## src/rtl/microcode_pkg.sv

```systemverilog
// ---------------------------------------------------------------------------
// microcode_pkg
// Shared definitions for the RV32I decode-stage microcode encoder:
//   - microcode word width and bit range of every field
//   - enums for the alu_a / alu_b / cmp / wb / alu_op fields
//   - packed view of the microcode word and of a decoded entry
//   - RV32I major opcodes and the NOP (all-default) word
// ---------------------------------------------------------------------------
package microcode_pkg;

    localparam int MICROCODE_W = 22;

    // Field bit ranges of the microcode word.
    localparam int CHK_RS1_BIT         = 0;
    localparam int CHK_RS2_BIT         = 1;
    localparam int ALU_A_LSB           = 2;
    localparam int ALU_A_MSB           = 3;
    localparam int ALU_B_LSB           = 4;
    localparam int ALU_B_MSB           = 6;
    localparam int CMP_LSB             = 7;
    localparam int CMP_MSB             = 9;
    localparam int MEM_IN_USE_BIT      = 10;
    localparam int ALU_OP_LSB          = 11;
    localparam int ALU_OP_MSB          = 14;
    localparam int MEM_WE_BIT          = 15;
    localparam int ALU_TO_MEM_ADDR_BIT = 16;
    localparam int JUMP_BIT            = 17;
    localparam int WB_LSB              = 18;
    localparam int WB_MSB              = 19;
    localparam int RWE_BIT             = 20;
    localparam int USE_PRE_WB_BIT      = 21;

    typedef enum logic [1:0] {
        ALU_A_RS1  = 2'd0,
        ALU_A_PC   = 2'd1,
        ALU_A_ZERO = 2'd2
    } alu_a_e;

    typedef enum logic [2:0] {
        ALU_B_RS2  = 3'd0,
        ALU_B_IMM  = 3'd1,
        ALU_B_FOUR = 3'd2
    } alu_b_e;

    typedef enum logic [2:0] {
        CMP_BEQ    = 3'd0,
        CMP_BNE    = 3'd1,
        CMP_ALWAYS = 3'd2,
        CMP_NEVER  = 3'd3,
        CMP_BLT    = 3'd4,
        CMP_BGE    = 3'd5,
        CMP_BLTU   = 3'd6,
        CMP_BGEU   = 3'd7
    } cmp_e;

    typedef enum logic [1:0] {
        WB_ALU = 2'd0,
        WB_PC4 = 2'd1
    } wb_e;

    // alu_op = {alt, funct3}
    typedef enum logic [3:0] {
        ALU_ADD  = 4'b0000,
        ALU_SLL  = 4'b0001,
        ALU_SLT  = 4'b0010,
        ALU_SLTU = 4'b0011,
        ALU_XOR  = 4'b0100,
        ALU_SRL  = 4'b0101,
        ALU_OR   = 4'b0110,
        ALU_AND  = 4'b0111,
        ALU_SUB  = 4'b1000,
        ALU_SRA  = 4'b1101
    } alu_op_e;

    // Declared MSB first so the packed layout matches the field ranges above.
    typedef struct packed {
        logic    use_pre_wb;
        logic    reg_write_enable;
        wb_e     wb;
        logic    jump_if_branch;
        logic    alu_out_to_mem_addr;
        logic    mem_write_enable;
        alu_op_e alu_op;
        logic    mem_in_use;
        cmp_e    cmp;
        alu_b_e  alu_b;
        alu_a_e  alu_a;
        logic    check_rs2_dep;
        logic    check_rs1_dep;
    } microcode_t;

    typedef struct packed {
        microcode_t  microcode;
        logic [4:0]  rs1;
        logic [4:0]  rs2;
        logic [4:0]  rd;
        logic [31:0] imm;
        logic        illegal;
    } dec_t;

    localparam logic [6:0] OPC_LOAD     = 7'b0000011;
    localparam logic [6:0] OPC_MISC_MEM = 7'b0001111;
    localparam logic [6:0] OPC_OP_IMM   = 7'b0010011;
    localparam logic [6:0] OPC_AUIPC    = 7'b0010111;
    localparam logic [6:0] OPC_STORE    = 7'b0100011;
    localparam logic [6:0] OPC_OP       = 7'b0110011;
    localparam logic [6:0] OPC_LUI      = 7'b0110111;
    localparam logic [6:0] OPC_BRANCH   = 7'b1100011;
    localparam logic [6:0] OPC_JALR     = 7'b1100111;
    localparam logic [6:0] OPC_JAL      = 7'b1101111;
    localparam logic [6:0] OPC_SYSTEM   = 7'b1110011;

    // All fields zero except cmp = NEVER.
    localparam logic [MICROCODE_W-1:0] NOP_WORD =
        MICROCODE_W'(32'(CMP_NEVER) << CMP_LSB);

endpackage

```

## src/rtl/microcode_encoder_if.sv

```systemverilog
// ---------------------------------------------------------------------------
// microcode_encoder_if
// Fetch-side and S0-side handshake bundle of the microcode encoder.
//   slave  : the encoder (consumes in_*, out_ready; drives in_ready, out_*)
//   master : the environment around it (fetch + S0)
// ---------------------------------------------------------------------------
interface microcode_encoder_if
    import microcode_pkg::*;
#(
    parameter int TAG_W = 3
);
    logic                   in_valid;
    logic                   in_ready;
    logic [31:0]            in_instr;
    logic [31:0]            in_pc;
    logic                   out_valid;
    logic                   out_ready;
    logic [MICROCODE_W-1:0] out_microcode;
    logic [4:0]             out_rs1;
    logic [4:0]             out_rs2;
    logic [4:0]             out_rd;
    logic [31:0]            out_imm;
    logic [31:0]            out_pc;
    logic                   out_illegal;
    logic [TAG_W-1:0]       out_tag;

    modport slave (
        input  in_valid, in_instr, in_pc, out_ready,
        output in_ready, out_valid, out_microcode, out_rs1, out_rs2, out_rd,
               out_imm, out_pc, out_illegal, out_tag
    );

    modport master (
        output in_valid, in_instr, in_pc, out_ready,
        input  in_ready, out_valid, out_microcode, out_rs1, out_rs2, out_rd,
               out_imm, out_pc, out_illegal, out_tag
    );
endinterface

```

## src/rtl/microcode_field_encoder.sv

```systemverilog
// ---------------------------------------------------------------------------
// microcode_field_encoder
// Purely combinational RV32I decode: instruction -> microcode word, register
// indices (zero when the format has no such field), sign-extended immediate
// and illegal flag. Illegal instructions produce the NOP word with all other
// fields zero.
// Ports:
//   instr_i : raw 32-bit instruction
//   dec_o   : decoded entry (microcode, rs1, rs2, rd, imm, illegal)
// Option: MICROCODE_ENC_ILLEGAL_FLAG_EN -- when defined, dec_o.illegal
//         reports illegal instructions; otherwise it is constant 0.
// ---------------------------------------------------------------------------
module microcode_field_encoder
    import microcode_pkg::*;
(
    input  logic [31:0] instr_i,
    output dec_t        dec_o
);
    logic [6:0]  opcode;
    logic [2:0]  funct3;
    logic [6:0]  funct7;
    logic [31:0] imm_i, imm_s, imm_b, imm_u, imm_j;
    logic        legal;
    microcode_t  mc;
    logic [4:0]  rs1, rs2, rd;
    logic [31:0] imm;

    assign opcode = instr_i[6:0];
    assign funct3 = instr_i[14:12];
    assign funct7 = instr_i[31:25];

    assign imm_i = {{20{instr_i[31]}}, instr_i[31:20]};
    assign imm_s = {{20{instr_i[31]}}, instr_i[31:25], instr_i[11:7]};
    assign imm_b = {{19{instr_i[31]}}, instr_i[31], instr_i[7],
                    instr_i[30:25], instr_i[11:8], 1'b0};
    assign imm_u = {instr_i[31:12], 12'b0};
    assign imm_j = {{11{instr_i[31]}}, instr_i[31], instr_i[19:12],
                    instr_i[20], instr_i[30:21], 1'b0};

    always_comb begin
        // NOTE: every variable gets a default before the case so that no
        // path leaves it unassigned -- otherwise a latch is inferred.
        mc    = microcode_t'(NOP_WORD);
        rs1   = 5'd0;
        rs2   = 5'd0;
        rd    = 5'd0;
        imm   = 32'd0;
        legal = 1'b0;

        // The full 7-bit opcode compare also rejects instr[1:0] != 2'b11.
        case (opcode)
            OPC_OP: begin
                legal = (funct7 == 7'b0000000) ||
                        (funct7 == 7'b0100000 && (funct3 == 3'b000 || funct3 == 3'b101));
                mc.check_rs1_dep    = 1'b1;
                mc.check_rs2_dep    = 1'b1;
                mc.alu_a            = ALU_A_RS1;
                mc.alu_b            = ALU_B_RS2;
                mc.alu_op           = alu_op_e'({funct7[5], funct3});
                mc.reg_write_enable = 1'b1;
                mc.use_pre_wb       = 1'b1;
                rs1 = instr_i[19:15];
                rs2 = instr_i[24:20];
                rd  = instr_i[11:7];
            end
            OPC_OP_IMM: begin
                // Shift-immediates carry funct7 in imm[11:5]; other I-type
                // ALU ops use those bits as immediate, so alt stays 0.
                case (funct3)
                    3'b001:  legal = (funct7 == 7'b0000000);
                    3'b101:  legal = (funct7 == 7'b0000000) || (funct7 == 7'b0100000);
                    default: legal = 1'b1;
                endcase
                mc.check_rs1_dep    = 1'b1;
                mc.alu_b            = ALU_B_IMM;
                mc.alu_op           = alu_op_e'({(funct3 == 3'b101) & funct7[5], funct3});
                mc.reg_write_enable = 1'b1;
                mc.use_pre_wb       = 1'b1;
                rs1 = instr_i[19:15];
                rd  = instr_i[11:7];
                imm = imm_i;
            end
            OPC_LUI, OPC_AUIPC: begin
                legal = 1'b1;
                mc.alu_a            = (opcode == OPC_LUI) ? ALU_A_ZERO : ALU_A_PC;
                mc.alu_b            = ALU_B_IMM;
                mc.alu_op           = ALU_ADD;
                mc.reg_write_enable = 1'b1;
                mc.use_pre_wb       = 1'b1;
                rd  = instr_i[11:7];
                imm = imm_u;
            end
            OPC_JAL, OPC_JALR: begin
                legal = (opcode == OPC_JAL) || (funct3 == 3'b000);
                mc.check_rs1_dep    = (opcode == OPC_JALR);
                mc.alu_a            = (opcode == OPC_JALR) ? ALU_A_RS1 : ALU_A_PC;
                mc.alu_b            = ALU_B_IMM;
                mc.cmp              = CMP_ALWAYS;
                mc.jump_if_branch   = 1'b1;
                mc.wb               = WB_PC4;
                mc.reg_write_enable = 1'b1;
                mc.use_pre_wb       = 1'b1;
                rs1 = (opcode == OPC_JALR) ? instr_i[19:15] : 5'd0;
                rd  = instr_i[11:7];
                imm = (opcode == OPC_JALR) ? imm_i : imm_j;
            end
            OPC_BRANCH: begin
                legal = (funct3 != 3'b010) && (funct3 != 3'b011);
                mc.check_rs1_dep  = 1'b1;
                mc.check_rs2_dep  = 1'b1;
                mc.alu_a          = ALU_A_PC;
                mc.alu_b          = ALU_B_IMM;
                mc.cmp            = cmp_e'(funct3);
                mc.jump_if_branch = 1'b1;
                rs1 = instr_i[19:15];
                rs2 = instr_i[24:20];
                imm = imm_b;
            end
            OPC_LOAD: begin
                legal = (funct3 == 3'b010);
                mc.check_rs1_dep       = 1'b1;
                mc.alu_b               = ALU_B_IMM;
                mc.mem_in_use          = 1'b1;
                mc.alu_out_to_mem_addr = 1'b1;
                mc.reg_write_enable    = 1'b1;
                rs1 = instr_i[19:15];
                rd  = instr_i[11:7];
                imm = imm_i;
            end
            OPC_STORE: begin
                legal = (funct3 == 3'b010);
                mc.check_rs1_dep       = 1'b1;
                mc.check_rs2_dep       = 1'b1;
                mc.alu_b               = ALU_B_IMM;
                mc.mem_in_use          = 1'b1;
                mc.mem_write_enable    = 1'b1;
                mc.alu_out_to_mem_addr = 1'b1;
                rs1 = instr_i[19:15];
                rs2 = instr_i[24:20];
                imm = imm_s;
            end
            OPC_MISC_MEM: legal = (funct3 == 3'b000);
            default:      legal = 1'b0;   // SYSTEM and unknown opcodes
        endcase

        if (!legal) begin
            mc  = microcode_t'(NOP_WORD);
            rs1 = 5'd0;
            rs2 = 5'd0;
            rd  = 5'd0;
            imm = 32'd0;
        end
    end

    assign dec_o.microcode = mc;
    assign dec_o.rs1       = rs1;
    assign dec_o.rs2       = rs2;
    assign dec_o.rd        = rd;
    assign dec_o.imm       = imm;
`ifdef MICROCODE_ENC_ILLEGAL_FLAG_EN
    assign dec_o.illegal   = ~legal;
`else
    assign dec_o.illegal   = 1'b0;
`endif

endmodule

```

## src/rtl/microcode_encoder.sv

```systemverilog
// ---------------------------------------------------------------------------
// microcode_encoder
// Decode stage between fetch and S0. Decodes RV32I instructions through
// microcode_field_encoder and registers the result behind a 2-entry skid
// buffer (output register + skid entry), so in_ready is a flop output and
// never depends combinationally on out_ready. A sequence tag counts every
// accepted input; flush drops all buffered and incoming instructions.
// Ports:
//   clk   : rising-edge clock
//   rst   : synchronous active-high reset (overrides flush)
//   flush : discard buffered and incoming instructions this cycle
//   bus   : microcode_encoder_if.slave (in_* handshake from fetch,
//           out_* handshake and decoded fields to S0)
// Option: MICROCODE_ENC_ILLEGAL_FLAG_EN -- enables out_illegal; when
//         undefined, out_illegal is constant 0.
// ---------------------------------------------------------------------------
module microcode_encoder
    import microcode_pkg::*;
#(
    parameter int TAG_W = 3
)(
    input  logic                clk,
    input  logic                rst,
    input  logic                flush,
    microcode_encoder_if.slave  bus
);
    dec_t             dec;

    dec_t             out_q,        out_d;
    logic [31:0]      out_pc_q,     out_pc_d;
    logic [TAG_W-1:0] out_tag_q,    out_tag_d;
    logic             out_valid_q,  out_valid_d;

    dec_t             skid_q,       skid_d;
    logic [31:0]      skid_pc_q,    skid_pc_d;
    logic [TAG_W-1:0] skid_tag_q,   skid_tag_d;
    logic             skid_valid_q, skid_valid_d;

    logic             in_ready_q,   in_ready_d;
    logic [TAG_W-1:0] tag_q,        tag_d;

    logic             accept;
    logic             out_free;

    microcode_field_encoder u_field_encoder (
        .instr_i (bus.in_instr),
        .dec_o   (dec)
    );

    assign accept   = bus.in_valid & in_ready_q;
    // Output register can take new data when empty or draining this cycle.
    assign out_free = ~out_valid_q | bus.out_ready;

    always_comb begin
        out_d        = out_q;
        out_pc_d     = out_pc_q;
        out_tag_d    = out_tag_q;
        out_valid_d  = out_valid_q;
        skid_d       = skid_q;
        skid_pc_d    = skid_pc_q;
        skid_tag_d   = skid_tag_q;
        skid_valid_d = skid_valid_q;

        // The tag advances on every handshake, even one dropped by flush.
        tag_d = accept ? tag_q + 1'b1 : tag_q;

        if (flush) begin
            out_valid_d  = 1'b0;
            skid_valid_d = 1'b0;
        end else if (out_free) begin
            if (skid_valid_q) begin
                // in_ready is low while the skid entry is full, so no input
                // competes with the skid-to-output move.
                out_d        = skid_q;
                out_pc_d     = skid_pc_q;
                out_tag_d    = skid_tag_q;
                out_valid_d  = 1'b1;
                skid_valid_d = 1'b0;
            end else if (accept) begin
                out_d       = dec;
                out_pc_d    = bus.in_pc;
                out_tag_d   = tag_q;
                out_valid_d = 1'b1;
            end else begin
                out_valid_d = 1'b0;
            end
        end else if (accept) begin
            skid_d       = dec;
            skid_pc_d    = bus.in_pc;
            skid_tag_d   = tag_q;
            skid_valid_d = 1'b1;
        end

        in_ready_d = ~skid_valid_d;
    end

    // NOTE: sequential state uses non-blocking assignments only, so every
    // flop samples the pre-edge value of the others regardless of order.
    always_ff @(posedge clk) begin
        if (rst) begin
            out_q.microcode <= microcode_t'(NOP_WORD);
            out_q.rs1       <= 5'd0;
            out_q.rs2       <= 5'd0;
            out_q.rd        <= 5'd0;
            out_q.imm       <= 32'd0;
            out_q.illegal   <= 1'b0;
            out_pc_q        <= 32'd0;
            out_tag_q       <= '0;
            out_valid_q     <= 1'b0;
            skid_valid_q    <= 1'b0;
            in_ready_q      <= 1'b1;
            tag_q           <= '0;
        end else begin
            out_q        <= out_d;
            out_pc_q     <= out_pc_d;
            out_tag_q    <= out_tag_d;
            out_valid_q  <= out_valid_d;
            skid_valid_q <= skid_valid_d;
            in_ready_q   <= in_ready_d;
            tag_q        <= tag_d;
        end
    end

    // NOTE: skid payload is not reset; it is only ever read while
    // skid_valid_q is set, so resetting it would add nothing but fan-out.
    always_ff @(posedge clk) begin
        skid_q     <= skid_d;
        skid_pc_q  <= skid_pc_d;
        skid_tag_q <= skid_tag_d;
    end

    assign bus.in_ready      = in_ready_q;
    assign bus.out_valid     = out_valid_q;
    assign bus.out_microcode = out_q.microcode;
    assign bus.out_rs1       = out_q.rs1;
    assign bus.out_rs2       = out_q.rs2;
    assign bus.out_rd        = out_q.rd;
    assign bus.out_imm       = out_q.imm;
    assign bus.out_pc        = out_pc_q;
    assign bus.out_illegal   = out_q.illegal;
    assign bus.out_tag       = out_tag_q;

endmodule

```

## src/flat_wrapper.sv

```systemverilog
// flat-port wrapper written by rule: the top's interface ports become plain ports
module microcode_encoder_flat import microcode_pkg::*;
#(
    parameter int TAG_W = 3
)
  (clk, rst, flush, bus_in_valid, bus_in_instr, bus_in_pc, bus_out_ready, bus_in_ready, bus_out_valid, bus_out_microcode, bus_out_rs1, bus_out_rs2, bus_out_rd, bus_out_imm, bus_out_pc, bus_out_illegal, bus_out_tag);
  microcode_encoder_if #(.TAG_W(TAG_W)) bus_i ();
  input  logic clk;
  input  logic rst;
  input  logic flush;
  input wire logic [$bits(bus_i.in_valid)-1:0] bus_in_valid;
  input wire logic [$bits(bus_i.in_instr)-1:0] bus_in_instr;
  input wire logic [$bits(bus_i.in_pc)-1:0] bus_in_pc;
  input wire logic [$bits(bus_i.out_ready)-1:0] bus_out_ready;
  output wire logic [$bits(bus_i.in_ready)-1:0] bus_in_ready;
  output wire logic [$bits(bus_i.out_valid)-1:0] bus_out_valid;
  output wire logic [$bits(bus_i.out_microcode)-1:0] bus_out_microcode;
  output wire logic [$bits(bus_i.out_rs1)-1:0] bus_out_rs1;
  output wire logic [$bits(bus_i.out_rs2)-1:0] bus_out_rs2;
  output wire logic [$bits(bus_i.out_rd)-1:0] bus_out_rd;
  output wire logic [$bits(bus_i.out_imm)-1:0] bus_out_imm;
  output wire logic [$bits(bus_i.out_pc)-1:0] bus_out_pc;
  output wire logic [$bits(bus_i.out_illegal)-1:0] bus_out_illegal;
  output wire logic [$bits(bus_i.out_tag)-1:0] bus_out_tag;
  assign bus_i.in_valid = bus_in_valid;
  assign bus_i.in_instr = bus_in_instr;
  assign bus_i.in_pc = bus_in_pc;
  assign bus_i.out_ready = bus_out_ready;
  assign bus_in_ready = bus_i.in_ready;
  assign bus_out_valid = bus_i.out_valid;
  assign bus_out_microcode = bus_i.out_microcode;
  assign bus_out_rs1 = bus_i.out_rs1;
  assign bus_out_rs2 = bus_i.out_rs2;
  assign bus_out_rd = bus_i.out_rd;
  assign bus_out_imm = bus_i.out_imm;
  assign bus_out_pc = bus_i.out_pc;
  assign bus_out_illegal = bus_i.out_illegal;
  assign bus_out_tag = bus_i.out_tag;
  microcode_encoder #(.TAG_W(TAG_W)) u_core (.clk(clk), .rst(rst), .flush(flush), .bus(bus_i));
endmodule
```

## config.mk

```make
export PLATFORM = sky130hd
export DESIGN_NAME = microcode_encoder_flat
export DESIGN_NICKNAME = d
export VERILOG_FILES = /design/src/rtl/microcode_pkg.sv /design/src/rtl/microcode_encoder_if.sv /design/src/rtl/microcode_field_encoder.sv /design/src/rtl/microcode_encoder.sv /design/src/flat_wrapper.sv
export SDC_FILE = /design/constraint.sdc
export NUM_CORES = 1
export LEC_CHECK = 0
export BUFFER_PORTS_ARGS = -buffer_cell sky130_fd_sc_hd__buf_2
export CORE_ASPECT_RATIO = 2
export CORE_MARGIN = 2
export CORE_UTILIZATION = 28
export CTS_CLUSTER_SIZE = 40
export DETAILED_ROUTE_END_ITERATION = 8
export GPL_TIMING_DRIVEN = 0
export PLACE_DENSITY_LB_ADDON = 0.05
export SLEW_MARGIN = 20
export SYNTH_ARGS = -nofsm -noshare
export SYNTH_HDL_FRONTEND = slang
export SYNTH_HIERARCHICAL = 1
export SYNTH_SLANG_ARGS = --single-unit
```

## constraint.sdc

```tcl
create_clock -name clk -period 8.9 [get_ports clk]
set_input_delay 0.445 -clock clk [delete_from_list [all_inputs] [get_ports clk]]
set_output_delay 0.445 -clock clk [all_outputs]
set_load 0.02 [all_outputs]
```

==> results of run 1 <==
[stage by stage]
| step | area [µm²] | setup slack (ps) | hold slack [ps] | power [mW] |
|---|---|---|---|---|
| 2_1_floorplan | 10400 | 252 | 446 | 1.27 |
| 3_3_place_gp | 11800 | -5280 | 444 | 1.37 |
| 3_5_place_dp | 12000 | 5700 | 443 | 1.37 |
| 4_1_cts | 12700 | 6230 | 74.5 | 2.33 |
| 5_1_grt | 12700 | 6010 | 84.0 | 2.38 |
| 6_report | 12700 | 6230 | 108 | 2.28 |
[state kept, by name, summed over array words and instances (netlist names)]
name and cells:
u_core/bus.in_ready 1, u_core/bus.out_illegal 1, u_core/bus.out_imm 32, u_core/bus.out_microcode 22, u_core/bus.out_pc 32, u_core/bus.out_rd 5
u_core/bus.out_rs1 5, u_core/bus.out_rs2 5, u_core/bus.out_tag 3, u_core/bus.out_valid 1, u_core/skid_pc_q 32, u_core/skid_q 70
u_core/skid_tag_q 3, u_core/skid_valid_q 1, u_core/tag_q 3
[power breakdown]
part | leakage (nW) | internal, mW | switching [mW]
combinational | 2.34 | 0.0913 | 0.171
sequential | 2.03 | 1.07 | 0.0162
clock | 0.340 | 0.523 | 0.409
[worst min-delay path by stage]
stage	end	slack, ps	cells past startpoint	startpoint
2_1_floorplan	u_core/skid_tag_q[2]$_DFFE_PP_	450	0	u_core/tag_q[2]$_SDFFE_PP0P_
3_3_place_gp	u_core/bus.out_tag[1]$_SDFFE_PP0P_	440	2	u_core/bus.out_tag[1]$_SDFFE_PP0P_
3_5_place_dp	u_core/bus.out_imm[23]$_SDFFE_PP0P_	440	2	u_core/bus.out_imm[23]$_SDFFE_PP0P_
4_1_cts	u_core/skid_pc_q[20]$_DFFE_PP_	70	1	bus_in_pc[20]
5_1_grt	u_core/skid_pc_q[4]$_DFFE_PP_	80	1	bus_in_pc[4]
6_report	u_core/skid_pc_q[17]$_DFFE_PP_	110	1	bus_in_pc[17]
[layout by cell type, fill, tap and decap left out, types with 5 or more instances in the layout]
cell and count:
a211oi_1 57, buf_1 6, nor3_1 5, a211oi_2 51, clkbuf_16 23, nand3_1 14
a21oi_2 41, a21oi_1 33, buf_6 15, a22oi_1 5, nand2_1 28, clkbuf_1 66
dfxtp_1 111, buf_2 194, nor2_1 12, mux2_1 5, mux2_2 99, nor4_1 105
o21ai_0 5, edfxtp_1 105, nor2b_1 6, inv_1 104, buf_4 15, and3_1 5
[layer usage]
metal	vias up	part of all wire, %	track usage [%]	wire [µm]
li1	3877	-	-	-
met1	3810	39	19.4	13300
met2	215	55	33.2	18800
met3	44	4.6	2.53	1580
met4	2	2.0	4.69	673
met5	-	0.038	0	13
[final cells by class]
type / count / area (µm²) / area share [%]
Buffer: 100 / 503 / 3.97
Clock buffer: 34 / 637 / 5.03
Clock inverter: 7 / 61.3 / 0.484
Inverter: 105 / 394 / 3.11
Multi-Input combinational cell: 516 / 4140 / 32.7
Sequential cell: 216 / 5380 / 42.4
Tap cell: 454 / 568 / 4.48
Timing Repair Buffer: 187 / 986 / 7.78
[cells by family after synthesis]
| kind of cell | share of synthesized area [%] |
|---|---|
| muxes | 11.5 |
| AOI/OAI and AO/OA | 16.9 |
| DFF | 51.7 |
| xor gates and xnor gates | 0.169 |
| buffers and inverters | 8.63 |
| and+or+nand+nor | 11.0 |
| adders and majority gates | 0.120 |
| other | 0.0361 |
==> impl_metrics.py, run 1 <==
metrics = {
    "critical_path": {
        "crit_arrival_ps": 3040,
        "critPathMaxFanout": 10,
        "crit_required_ps": 9270,
        "max_stage_delay_ps": 450,
        "crit_path_start_kind": "input pin",
        "critPathLaunch": "bus_in_instr[14]",
        "path_cells": "clkbuf_1 -> nor3_1 -> o211ai_1 -> a21oi_1 -> a211oi_1 -> buf_6 -> buf_6 -> a21oi_2 -> mux2_2 -> nor4_1 -> a211oi_2",
        "path_common_cell": "buf_6",
        "rr_worst_depth": 6,
        "critPathSlowestCell": "nor4_1",
        "r2r-start": "u_core/bus.in_ready$_SDFF_PP1_",
        "end_kind": "register",
        "path_depth": 11,
        "crit_end": "u_core/bus.out_imm[6]$_SDFFE_PP0P_",
        "crit_type": "input pin to register",
        "critPathTopFamily": "compound AO/OA/AOI/OAI gates",
        "worst_r2r_endpoint": "u_core/skid_pc_q[14]$_DFFE_PP_",
        "r2r_setup_slack_ps": 6500,
        "path_buf_inv": 3,
    },
    "routing": {
        "vias": 7948,
        "drtIter0Drc": 339,
        "wl_per_cell_um": 21.2,
        "final_antenna_net_count": 0,
        "remaining_drc_errors": 0,
        "viasPerCell": 4.91,
        "totalWireLength_um": 34400,
        "first_pass_iters": 5,
    },
    "synth": {
        "ys_seq_elements": 216,
        "synth_edf_count": 105,
        "yosysMostFrequentCell": "dfxtp_1",
        "ys_types": 47,
        "synth_area_leaders": "edfxtp_1, dfxtp_1, mux2_2, nor4_1, a211oi_2",
        "synthArstFlopShare_pct": 0,
        "synth.top_cell.area_share_pct": 30.3,
        "synth_warnings": 6,
        "yosys.area.top_type": "edfxtp_1",
        "syn-mean-instance-area_um2": 11.1,
        "synth_cells": 934,
        "synth_area_mm2": 0.0104,
        "ys_top_cells_by_count": "dfxtp_1, nor4_1, edfxtp_1",
        "synth_ff_type": "dfxtp_1",
        "yosysSeqAreaShare_pct": 51.7,
    },
    "place": {
        "io_buffers": 173,
        "dp.final_hpwl_um": 26000,
        "place.gp.congestion": 0.890,
        "dp_cells": 1578,
    },
    "final_layout": {
        "antennaDiodeCount": 0,
        "layout.nets": 1219,
        "fin_util_pct": 34.7,
        "drive_gt1_share_pct": 38.8,
        "fillers": 3787,
        "syn2layout_area_growth_pct": 21.9,
        "final_cells": 1619,
    },
    "clocking": {
        "hold_buffers": 0,
        "clkSlewWorstSetupHoldPaths_ps": 70,
        "htree_levels": 1,
        "cts_tree": "done",
        "cts.sinks": 216,
        "root_buffer": "clkbuf_16",
        "cts_buffers": 23,
        "clock_path_buffers": 3,
        "cts_setup_buffers": 0,
        "clock_latency_ps": 520,
        "cts-resized-gates": 0,
    },
    "global_routing": {
        "grt_pass1_vias": 8209,
        "overflow": 0,
        "grt_max_degree": 14,
        "antenna_found_initial": 1,
        "grt_pass1_wl_um": 51300,
        "grtUsageTotal_pct": 17.3,
    },
    "sta": {
        "min_period_ps": 2670,
        "tns_ps": 0,
        "clock_skew_ps": 8.95,
        "slew_headroom_pct": 34.9,
        "rsz0062_at_grt": "no",
        "slew_violations": 0,
        "fin_crit_sh_pct": 30.0,
        "hold_violations": 0,
        "max_freq_mhz": 375,
        "setup_violations": 0,
        "tightestPinTransition_ps": 976,
    },
    "die": {
        "row_count": 99,
        "die_y_um": 276,
        "core_area_mm2": 0.0365,
        "start_util_pct": 28.4,
        "num_io_pins": 176,
        "die-area_mm2": 0.0388,
        "fp.dieW_um": 140,
    },
    "worst_hold_path": {
        "hold_path.class": "input pin to register",
    },
    "power": {
        "power_leakage_nw": 4.71,
        "vdd_drop_max_v": 0.000113,
        "p_per_area_mw_per_mm2": 180,
    },
    "status": {
        "status": "finished, final reports clean",
    },
    "flow_run": {
        "drv_cap": 0,
    },
}
Note: power is estimated with default switching activity, not from simulation.
==> inputs of run 2 (changes only) <==
==> constraint.sdc (replaced) <==
create_clock -name clk -period 2.46 [get_ports clk]
set_input_delay 0.123 -clock clk [delete_from_list [all_inputs] [get_ports clk]]
set_output_delay 0.123 -clock clk [all_outputs]
set_load 0.02 [all_outputs]
==> impl_metrics.py, run 2 (synthesis gave the netlist of run 1 again) <==
metrics = {
    "sta": {
        "tightestPinTransition_ps": 932,
        "rsz0062_at_grt": "no",
        "max_freq_mhz": 431,
        "min_period_ps": 2320,
        "setup_violations": 0,
        "tns_ps": 0,
        "setup_ws_ps": 137,
        "fin_crit_sh_pct": 94.4,
        "hold_violations": 0,
        "slew_violations": 0,
        "slew_headroom_pct": 37.9,
        "clock_skew_ps": 12.8,
    },
    "final_layout": {
        "fin_util_pct": 36.3,
        "syn2layout_area_growth_pct": 27.7,
        "final-seq-area_mm2": 0.00538,
        "fillers": 3674,
        "fin_area_mm2": 0.0133,
        "largest_register": "u_core/skid_q",
        "drive_gt1_share_pct": 38.3,
        "multi_input_area_mm2": 0.00418,
        "largest_register_ffs": 70,
        "layout_common_cells": "buf_2, dfxtp_1, edfxtp_1, inv_1, nor4_1",
        "final_common_cell": "buf_2",
        "layout.nets": 1259,
    },
    "critical_path": {
        "r2r_setup_slack_ps": 200,
        "critPathMaxFanout": 10,
        "crit_arrival_ps": 2690,
        "r2r-start": "u_core/skid_valid_q$_SDFF_PP0_",
        "crit_path_start_kind": "input pin",
        "end_kind": "register",
        "crit_type": "input pin to register",
        "rr_worst_depth": 6,
        "crit_required_ps": 2830,
        "worst_r2r_endpoint": "u_core/bus.out_imm[6]$_SDFFE_PP0P_",
    },
    "place": {
        "dp.final_hpwl_um": 26300,
        "place_area_mm2": 0.0120,
        "dpl_worst_slack_ps": -853,
        "io_buffers": 173,
        "place.gp.congestion": 0.888,
    },
    "routing": {
        "first_pass_iters": 5,
        "drtIter0Drc": 430,
        "remaining_drc_errors": 0,
        "wl_per_cell_um": 21.1,
        "final_antenna_net_count": 0,
        "totalWireLength_um": 35100,
        "vias": 8160,
        "viasPerCell": 4.92,
    },
    "global_routing": {
        "grt_pass1_vias": 8392,
        "grtUsageTotal_pct": 17.7,
        "antenna_found_initial": 1,
        "grt_max_degree": 15,
        "grt_pass1_wl_um": 52800,
        "overflow": 0,
    },
    "power": {
        "netSwitchingPower_mw": 2.21,
        "p_comb_share_pct": 12.0,
        "switching_share_pct": 26.2,
        "clkPwrFrac_pct": 41.5,
        "p_per_area_mw_per_mm2": 637,
        "vdd_drop_max_v": 0.000428,
        "p_int_mw": 6.24,
        "seqPwrFrac_pct": 46.5,
        "power_leakage_nw": 4.95,
    },
    "die": {
        "num_io_pins": 176,
        "die_y_um": 276,
        "die-area_mm2": 0.0388,
        "fp.dieW_um": 140,
        "start_util_pct": 28.4,
        "core_area_mm2": 0.0365,
        "row_count": 99,
    },
    "clocking": {
        "root_buffer": "clkbuf_16",
        "clock_latency_ps": 530,
        "cts_tree": "done",
        "cts.sinks": 216,
        "cts_buffers": 22,
        "htree_levels": 1,
        "clock_path_buffers": 3,
        "clkSlewWorstSetupHoldPaths_ps": 70,
    },
    "flow_run": {
        "drv_cap": 0,
    },
    "worst_hold_path": {
        "hold_end": "u_core/skid_q[37]$_DFFE_PP_",
        "min_from": "bus_in_instr[11]",
        "hold_depth": 3,
        "hold_path.class": "input pin to register",
    },
    "status": {
        "status": "finished, final reports clean",
    },
}
-- run 2: area by class of cell --
| class | instances | share of cell area [%] |
|---|---|---|
| repair buffers | 228 | 11.2 |
| clock buffers | 35 | 5.36 |
| multi-input cells | 516 | 31.5 |
| diodes | 1 | 0.0189 |
| well taps | 454 | 4.28 |
| clock inverters | 5 | 0.217 |
| inverters | 105 | 2.97 |
| flip-flops and latches | 216 | 40.6 |
| plain buffers | 100 | 3.88 |
-- run 2: critical path, cell delays in order --
cell and delay [ps]:
buf_2 90, buf_2 220, and4bb_2 320, nand3_1 120, buf_2 260, clkbuf_1 620, a21oi_2 130, mux2_1 360
nor4_4 340, a211oi_1 90
-- run 2: metrics by stage --
step | cells | hold WS [ps] | power [mW]
after floorplan | 937 | 222 | 4.60
after global placement | 1564 | 316 | 4.97
after detailed placement | 1573 | 315 | 4.98
after CTS | 1659 | 0.591 | 8.61
after global routing | 1659 | 25.3 | 8.79
final | 1660 | 22.0 | 8.45
-- run 2: power groups by stage --
stage                     clock [mW]  combinational [mW]  sequential, mW
final                           3.51                1.02            3.93
after global placement             0               0.957            4.01
after global routing            3.75                1.10            3.94
after floorplan                    0               0.457            4.14
after CTS                       3.65                1.03            3.93
after detailed placement           0               0.966            4.01
-- run 2: metal layers --
metal / share of wire, % / track usage [%] / vias up / routed length [µm]
met1: 39 / 20.0 / 3951 / 13800
met2: 53 / 33.1 / 206 / 18700
met4: 3.4 / 6.68 / 2 / 1190
met5: 0.031 / 0 / - / 11
li1: - / - / 3956 / -
met3: 3.9 / 2.62 / 45 / 1380
-- run 2: how the worst max path moves through the flow --
| stage | start | to | slack (ps) | depth (start not counted) |
|---|---|---|---|---|
| floorplan | u_core/bus.out_valid$_SDFFE_PP0P_ | u_core/skid_pc_q[0]$_DFFE_PP_ | -950 | 2 |
| global placement | flush | u_core/skid_pc_q[17]$_DFFE_PP_ | -2860 | 3 |
| detailed placement | bus_in_instr[3] | u_core/bus.out_rd[0]$_SDFFE_PP0P_ | -850 | 10 |
| CTS | bus_in_instr[3] | u_core/bus.out_rd[0]$_SDFFE_PP0P_ | 20 | 10 |
| global route | bus_in_instr[3] | u_core/bus.out_imm[28]$_SDFFE_PP0P_ | 30 | 10 |
| finish | bus_in_instr[3] | u_core/bus.out_rd[0]$_SDFFE_PP0P_ | 140 | 10 |
-- run 2: repair_timing --
action                     in CTS  in global routing
cloned                          0                  0
hold buffers                   46                  0
setup buffers                   0                  0
setup endpoints to repair       1                 10
resized for setup               1                  6
hold endpoints to repair       49                  0
